## src/rtl/button_debounce.sv

```systemverilog
// button_debounce
//   Conditions the raw board push-button for the memory read/write controller.
//   The pin is synchronised into the clk domain and debounced. The block then
//   reports a debounced level, one-cycle press/release pulses, a long-press
//   pulse and auto-repeat pulses while the button stays held.
//
// Ports
//   clk         in   divided system clock, rising edge
//   rst         in   synchronous reset, active-high
//   button      in   raw asynchronous push-button pin, active-high
//   btn_level   out  debounced button state
//   btn_pulse   out  one-cycle pulse on accepted press
//   btn_release out  one-cycle pulse on accepted release
//   btn_long    out  one-cycle pulse when the hold reaches LONG_CYCLES
//   btn_repeat  out  one-cycle pulse every REPEAT_CYCLES after btn_long
//
// States
//   IDLE         | button released, waiting for a high sample
//   PRESS_WAIT   | counting stable high samples before accepting a press
//   PRESSED      | press accepted, counting hold time toward btn_long
//   LONG_HELD    | long press reported, generating repeat pulses
//   RELEASE_WAIT | counting stable low samples; hold/repeat counters frozen
module button_debounce #(
    parameter int SYNC_STAGES     = 2,
    parameter int DEBOUNCE_CYCLES = 200000,
    parameter int LONG_CYCLES     = 10000000,
    parameter int REPEAT_CYCLES   = 2000000
) (
    input  logic clk,
    input  logic rst,
    input  logic button,
    output logic btn_level,
    output logic btn_pulse,
    output logic btn_release,
    output logic btn_long,
    output logic btn_repeat
);

    localparam int MAX_DL = (DEBOUNCE_CYCLES > LONG_CYCLES) ? DEBOUNCE_CYCLES : LONG_CYCLES;
    localparam int MAX_P  = (MAX_DL > REPEAT_CYCLES) ? MAX_DL : REPEAT_CYCLES;
    localparam int CW     = $clog2(MAX_P) + 1;

    localparam logic [CW-1:0] DEB_C  = CW'(DEBOUNCE_CYCLES);
    localparam logic [CW-1:0] LONG_C = CW'(LONG_CYCLES);
    localparam logic [CW-1:0] REP_C  = CW'(REPEAT_CYCLES);
    localparam logic [CW-1:0] ONE_C  = CW'(1);

    typedef enum logic [2:0] {
        IDLE         = 3'd0,
        PRESS_WAIT   = 3'd1,
        PRESSED      = 3'd2,
        LONG_HELD    = 3'd3,
        RELEASE_WAIT = 3'd4
    } state_t;

    logic [SYNC_STAGES-1:0] sync_q;
    logic                   btn_s;

    state_t          state_q;
    logic [CW-1:0]   deb_cnt_q;
    logic [CW-1:0]   hold_cnt_q;
    logic [CW-1:0]   rep_cnt_q;
    logic            ret_long_q;
    logic            level_q;
    logic            pulse_q;
    logic            release_q;
    logic            long_q;
    logic            repeat_q;

    logic [CW-1:0]   deb_inc_d;
    logic [CW-1:0]   hold_inc_d;
    logic [CW-1:0]   rep_inc_d;

    // Counters stick at all-ones instead of wrapping.
    function automatic logic [CW-1:0] sat_inc(input logic [CW-1:0] v);
        return (&v) ? v : v + ONE_C;
    endfunction

    assign deb_inc_d  = sat_inc(deb_cnt_q);
    assign hold_inc_d = sat_inc(hold_cnt_q);
    assign rep_inc_d  = sat_inc(rep_cnt_q);

    always_ff @(posedge clk) begin
        if (rst) begin
            sync_q <= '0;
        end else begin
            sync_q <= {sync_q[SYNC_STAGES-2:0], button};
        end
    end

    assign btn_s = sync_q[SYNC_STAGES-1];

    always_ff @(posedge clk) begin
        if (rst) begin
            state_q    <= IDLE;
            deb_cnt_q  <= '0;
            hold_cnt_q <= '0;
            rep_cnt_q  <= '0;
            ret_long_q <= 1'b0;
            level_q    <= 1'b0;
            pulse_q    <= 1'b0;
            release_q  <= 1'b0;
            long_q     <= 1'b0;
            repeat_q   <= 1'b0;
        end else begin
            pulse_q   <= 1'b0;
            release_q <= 1'b0;
            long_q    <= 1'b0;
            repeat_q  <= 1'b0;
            case (state_q)
                IDLE: begin
                    level_q <= 1'b0;
                    if (btn_s) begin
                        state_q   <= PRESS_WAIT;
                        deb_cnt_q <= ONE_C;
                    end
                end
                PRESS_WAIT: begin
                    if (!btn_s) begin
                        state_q <= IDLE;
                    end else if (deb_cnt_q >= DEB_C) begin
                        state_q    <= PRESSED;
                        hold_cnt_q <= '0;
                        level_q    <= 1'b1;
                        pulse_q    <= 1'b1;
                    end else begin
                        deb_cnt_q <= deb_inc_d;
                    end
                end
                PRESSED: begin
                    // A low sample takes priority over reaching the long threshold.
                    if (!btn_s) begin
                        state_q    <= RELEASE_WAIT;
                        deb_cnt_q  <= ONE_C;
                        ret_long_q <= 1'b0;
                    end else begin
                        hold_cnt_q <= hold_inc_d;
                        if (hold_inc_d >= LONG_C) begin
                            state_q   <= LONG_HELD;
                            long_q    <= 1'b1;
                            rep_cnt_q <= '0;
                        end
                    end
                end
                LONG_HELD: begin
                    if (!btn_s) begin
                        state_q    <= RELEASE_WAIT;
                        deb_cnt_q  <= ONE_C;
                        ret_long_q <= 1'b1;
                    end else if (REPEAT_CYCLES > 0) begin
                        if (rep_inc_d >= REP_C) begin
                            repeat_q  <= 1'b1;
                            rep_cnt_q <= '0;
                        end else begin
                            rep_cnt_q <= rep_inc_d;
                        end
                    end
                end
                RELEASE_WAIT: begin
                    // Release bounce resumes the hold without a new press pulse.
                    if (btn_s) begin
                        state_q <= ret_long_q ? LONG_HELD : PRESSED;
                    end else if (deb_cnt_q >= DEB_C) begin
                        state_q   <= IDLE;
                        level_q   <= 1'b0;
                        release_q <= 1'b1;
                    end else begin
                        deb_cnt_q <= deb_inc_d;
                    end
                end
                default: begin
                    state_q <= IDLE;
                    level_q <= 1'b0;
                end
            endcase
        end
    end

    assign btn_level   = level_q;
    assign btn_pulse   = pulse_q;
    assign btn_release = release_q;
    assign btn_long    = long_q;
    assign btn_repeat  = repeat_q;

endmodule

```

## config.mk

```make
export PLATFORM = sky130hd
export DESIGN_NAME = button_debounce
export DESIGN_NICKNAME = d
export VERILOG_FILES = /design/src/rtl/button_debounce.sv
export SDC_FILE = /design/constraint.sdc
export NUM_CORES = 1
export LEC_CHECK = 0
export ABC_AREA = 1
export CORE_MARGIN = 2
export CORE_UTILIZATION = 45
export DETAILED_ROUTE_END_ITERATION = 8
export GPL_TIMING_DRIVEN = 0
export PLACE_DENSITY_LB_ADDON = 0.15
export SLEW_MARGIN = 25
export SYNTH_ARGS = -nofsm -noshare
export SYNTH_HDL_FRONTEND = slang
export SYNTH_SLANG_ARGS = --single-unit
export TNS_END_PERCENT = 100
```

## constraint.sdc

```tcl
create_clock -name clk -period 3.38 [get_ports clk]
set_input_delay 0.338 -clock clk [delete_from_list [all_inputs] [get_ports clk]]
set_output_delay 0.338 -clock clk [all_outputs]
set_load 0.1 [all_outputs]
```

After elaboration in Yosys (flattened, before gate mapping)
Cells that the tools add are included.

Register bits: 86. Latch bits: 0. Bits in writable memories: 0. Bits in read-only memories: 0. Output and inout bits: 5. Memories kept: 0.

$add $sub $neg: 3. $mul: 0. Div/mod/pow operators: 0. Magnitude comparators: 3. Equality and inequality tests: 18. Shifts and indexed selects: 0. Mux-type cells: 39. Bitwise logic cells: 6. Reduce and logical (&&, ||, !) cells: 18.

Operators with widths (number): two-way mux 25 bit (15); case mux 25 bit (2 select lines) (2); case mux 25 bit (4 select lines) (1); adder 25 x 1 -> 25 bit, second input constant (3); AND reduction 25 bit (3); >= comparator 25 x 18 -> 1 bit, second input constant (1); >= comparator 25 x 21 -> 1 bit, second input constant (1); >= comparator 25 x 24 -> 1 bit, second input constant (1); two-way mux 3 bit (8); != test 2 bit, second input constant (11); case mux 3 bit (5 select lines) (1); AND reduction 5 bit (3); OR reduction 3 bit (4); two-way mux 1 bit (10); != test 3 bit, second input constant (3); AND reduction 4 bit (2); == test 3 x 2 -> 1 bit, second input constant (2); inverter 1 bit (6); nonzero test 2 bit (2); nonzero test 4 bit (1); == test 3 x 1 -> 1 bit, second input constant (1); == test 3 bit, second input constant (1); zero test 3 bit (1); case mux 1 bit (3 select lines) (1); 3 further kinds (3).

Longest topological paths before layout
Depth after elaboration: 6. Mapped depth: 19. Gate-level depth less buffers: 19.

Worst setup path before layout
OpenSTA, ideal clock, no wires.

Path type: flip-flop to flip-flop. From: register hold_cnt_q[0]. To: register rep_cnt_q[12]. Library setup time: 0.115 ns. Data arrival time: 2.149 ns. Slack: 1.116 ns. Cell stages (with the launch flop): 19. Period minus slack after synthesis: 2.264 ns. Cell sequence: dfxtp_1 > ha_1 > nand3_2 > inv_2 > nand2_2 > nor2_4 > nand2_2 > buf_6 > nand2_1 > inv_1 > nand2_1 > nand3_1 > nor2_1 > nand2_1 > nand3_2 > nand2_4 > buf_6 > a21oi_1 > nor2_1.

Longest elaborated chain between the ends: 5. Elaborated cells on any way between the ends: 6. Classes of those cells: add/sub (1); order compare (1); eq/ne (1); mux (1); reduce/logical (2).

Ends and longest elaborated chain: start: declaration (line 61) `logic [CW-1:0] hold_cnt_q;`; start signal: assignment (line 137) `hold_cnt_q <= hold_inc_d;`; adder 25 x 1 -> 25 bit or AND reduction 25 bit (tied branches) (line 76) `return (&v) ? v : v + ONE_C;`; two-way mux 25 bit (*) (line 76); >= comparator 25 x 24 -> 1 bit (*) (line 138) `if (hold_inc_d >= LONG_C) begin`; != test 2 bit (no source line) (*); AND reduction 4 bit (no source line) (*); end signal: assignment (line 155) `rep_cnt_q <= rep_inc_d;`; end: declaration (line 62) `logic [CW-1:0] rep_cnt_q;`.

Mark *: on every way between the ends. The rest lies on a longest branch, timed or not. A chain may end at the register's enable or synchronous reset.

Worst setup path after layout
From: register hold_cnt_q[0]. To: register rep_cnt_q[10].

The elaborated chain is that of the path after synthesis.

==> impl_summary.txt <==
----------------------------------------------------
[Status]
  Outcome ... completed

[Finish]
  Area occupied by registers ... 0.00172 sq mm
  Share of final-layout standard cells stronger than drive strength 1 ... 0.0600
  Antenna Diode Count ... 0
  Final design utilization ... 0.505
  Final instance area ... 0.00604 sq mm
  Post-layout net count ... 919
  Synth-to-layout area growth ... 10.2%
  FILL cells ... 1261
  Area taken by multi-input logic gates ... 0.00327 sq mm
  Count of non-filler cells in the finished layout ... 1064

[Setup path]
  WP data arrival ... 3210 ps
  Critical path launch point type ... register
  Worst reg-to-reg path cell count ... 15
  Element type at the critical path end ... register
  Crit path required time ... 3630 ps
  Crit path max fanout ... 10
  WS Path Type ... register to register

[Detailed routing]
  Detailed Route Iter0 Violations ... 413
  Routed wirelength normalized by instance count ... 13.6 um
  Average via count per standard cell ... 5.19
  Drt drc ... 0
  ANT nets after route ... 0
  Detailed-route wire length ... 14.5 mm
  Iteration count of the initial detailed-routing pass ... 5
  Vias after detailed routing ... 5527

[Placed design]
  Global placer's final weighted congestion ... 0.965
  Number of cells after detailed placement ... 1048
  Worst setup slack before clock tree synthesis ... 495 ps
  Final HPWL from detailed placement ... 10.9 mm
  Standard cell area after detailed placement ... 0.00573 sq mm
  Number of I/O port buffers ... 6

[Clock network]
  Count of clock tree sinks ... 86
  CTS Buffer Depth ... 2
  Number of buffers inserted during clock tree synthesis ... 9
  Number of hold-repair buffers added at the cts stage ... 0
  Level count of the clock H-tree ... 3
  Post-CTS setup buffers ... 0
  CTS Root Cell ... sky130_fd_sc_hd__clkbuf_16
  Clock latency on the worst-skew pair ... 360 ps
  Clk slew on worst S/H paths ... 70 ps
  CTS-repair resized insts ... 0
  TritonCTS clock tree ... built

[Hold path]
  Worst hold stages ... 2
  Class of the worst hold path ... register to register

[Floorplan]
  Initial Utilization ... 0.459
  Vertical die dimension ... 114 um
  Die extent in x ... 114 um
  Die outline area ... 0.0131 sq mm
  Placeable Area ... 0.0120 sq mm
  Count of boundary I/O pins ... 8
  Number of cell rows ... 40

[Power]
  Power Density ... 427 mW/mm^2
  Fraction of power consumed by the clock network ... 0.412
  Standby leakage power ... 2.38 nW
  Overall power consumption ... 2.58 mW
  Power share of the sequential group ... 0.415
  Switching power ... 0.827 mW
  Switching fraction of total power ... 0.320
  Power share of the combinational group ... 0.173
  VDD IR max ... 361 uV
  Internal power ... 1.76 mW

[Logic synthesis]
  Net Count, Synth ... 902
  Number of enable flip-flop cells after synthesis ... 0
  Unique cell type count in the Yosys netlist ... 37
  Synth warnings ... 0
  Most used flip-flop cell after synthesis ... sky130_fd_sc_hd__dfxtp_1
  Mux share of post-synthesis cell area ... 0
  Share of Yosys cell area claimed by the top area cell type ... 0.314
  Combinational family with the most area after synthesis ... simple AND/OR/NAND/NOR gates
  Number of cells produced by synthesis ... 895
  Ranking of synthesized cells by area ... sky130_fd_sc_hd__dfxtp_1, sky130_fd_sc_hd__nand2_1, sky130_fd_sc_hd__nor2_1
  Mean cell area of the mapped netlist ... 6.13 sq um
  Area share of and/or/nand/nor cells after synthesis ... 0.439
  Post-synthesis compound-gate area fraction ... 0.108
  Proportion of register bits with asynchronous set or reset after synthesis ... 0
  Sequential share of the synthesized area ... 0.314
  Most frequently used cell type in the post-synthesis netlist ... sky130_fd_sc_hd__nand2_1
  Area of the mapped netlist ... 0.00549 sq mm
  Cell type contributing the most total cell area after synthesis ... sky130_fd_sc_hd__dfxtp_1
  Ranking of synthesized cells by instance count ... sky130_fd_sc_hd__nand2_1, sky130_fd_sc_hd__nor2_1, sky130_fd_sc_hd__dfxtp_1
  Synthesized-area fraction occupied by xor and xnor cells ... 0.0399
  Synthesis-stage register bit count ... 86
  Share of synthesized cell area in full adder, half adder and majority cells ... 0.00912

[Global routing]
  Pin count of the biggest net entering global routing ... 18
  Antenna violations before repair ... 0
  Overall routing resource usage ... 0.240
  Wire length of the first global-routing pass ... 25.2 mm
  Via count of the first global-routing pass ... 5288
  Total global routing overflow ... 0

[Timing]
  Peak clock frequency supported by timing ... 0.338 GHz
  Number of failing hold endpoints at the final stage ... 0
  RSZ-0062 raised after global routing ... no
  Fin crit period ... 2960 ps
  Final hold slack ... 406 ps
  Transition at the pin with the smallest max-transition slack ... 968 ps
  Worst-case headroom to the max-slew limit ... 0.352
  Setup ws final ... 421 ps
  Max Clock Skew ... 14.6 ps
  Portion of the clock cycle consumed by the worst path in the final layout ... 0.875
  Final Slew Violations ... 0
  Number of failing setup endpoints in the final timing report ... 0
  Accumulated negative setup slack ... 0 ps

[Job]
  Number of violations of the max-capacitance limit ... 0

----------------------------------------------------
## power groups by stage
stage | Sequential (mW) | Clock, mW | Combinational (mW)
6_report | 1.07 | 1.07 | 0.446
5_1_grt | 1.08 | 1.14 | 0.512
4_1_cts | 1.07 | 1.09 | 0.447
3_5_place_dp | 1.09 | 0 | 0.446
3_3_place_gp | 1.09 | 0 | 0.445
2_1_floorplan | 1.09 | 0 | 0.329
## registers in the layout (all words and copies together), names as in the netlist
register / flops
sync_q: 2
rep_cnt_q: 25
btn_long: 1
hold_cnt_q: 25
btn_level: 1
ret_long_q: 1
btn_pulse: 1
deb_cnt_q: 25
btn_repeat: 1
btn_release: 1
state_q: 3
## layout by cell type, fill, tap and decap left out, types with 6 or more instances in the layout
master	n
sky130_fd_sc_hd__nand4_1	19
sky130_fd_sc_hd__clkbuf_1	20
sky130_fd_sc_hd__clkdlybuf4s50_1	6
sky130_fd_sc_hd__nand3_1	64
sky130_fd_sc_hd__nor2_2	8
sky130_fd_sc_hd__o21ai_0	18
sky130_fd_sc_hd__dfxtp_1	86
sky130_fd_sc_hd__nand3_2	6
sky130_fd_sc_hd__nand2_1	270
sky130_fd_sc_hd__o211ai_1	9
sky130_fd_sc_hd__nor2_1	132
sky130_fd_sc_hd__nor3_1	26
sky130_fd_sc_hd__xor2_1	18
sky130_fd_sc_hd__inv_1	85
sky130_fd_sc_hd__xnor2_1	7
sky130_fd_sc_hd__clkbuf_16	9
sky130_fd_sc_hd__a21oi_1	67
sky130_fd_sc_hd__nand3b_1	9
## layout make-up
| type | count | area share |
|---|---|---|
| multi-input cells | 690 | 0.541 |
| flip-flops and latches | 86 | 0.285 |
| inverters | 89 | 0.0553 |
| clock buffers | 9 | 0.0373 |
| well taps | 147 | 0.0304 |
| plain buffers | 30 | 0.0267 |
| clock inverters | 7 | 0.0147 |
| repair buffers | 6 | 0.00994 |
## kinds of logic after synthesis
kind of cell | after synthesis
buf+inv | 119
fa+ha+maj | 4
xor+xnor | 25
compound gates | 107
flops | 86
simple gates | 554
## routing by layer
metal	global-route usage	up-vias	share of wire	wire, um
li1	-	2935	-	-
met1	0.330	2439	0.50	7230
met2	0.372	128	0.43	6270
met3	0.0455	25	0.046	675
met4	0.0935	0	0.023	341
met5	0	-	0	0
## worst max-delay path, stage by stage (launching register included)
cell	delay, ps
sky130_fd_sc_hd__dfxtp_1	500
sky130_fd_sc_hd__ha_1	350
sky130_fd_sc_hd__nand3_2	130
sky130_fd_sc_hd__nor2_1	360
sky130_fd_sc_hd__nand3_1	130
sky130_fd_sc_hd__nand2_1	80
sky130_fd_sc_hd__nand3_1	130
sky130_fd_sc_hd__nor2_1	160
sky130_fd_sc_hd__nand3_1	90
sky130_fd_sc_hd__nor2_1	210
sky130_fd_sc_hd__nand2_1	130
sky130_fd_sc_hd__nand3_2	120
sky130_fd_sc_hd__nand2_4	90
sky130_fd_sc_hd__buf_6	160
sky130_fd_sc_hd__a21oi_1	140
sky130_fd_sc_hd__nor2_1	60
## path summary, 6_finish.rpt
path | to | startpoint | slack [ps]
setup / recovery | rep_cnt_q[10]$_SDFFE_PP0P_ | hold_cnt_q[0]$_SDFFE_PP0P_ | 420
hold / removal | sync_q[1]$_SDFF_PP0_ | sync_q[0]$_SDFF_PP0_ | 410
setup reg to reg | rep_cnt_q[10]$_SDFFE_PP0P_ | hold_cnt_q[0]$_SDFFE_PP0P_ | 420
hold reg to reg | sync_q[1]$_SDFF_PP0_ | sync_q[0]$_SDFF_PP0_ | 410
(Power assumes the default switching activity.)
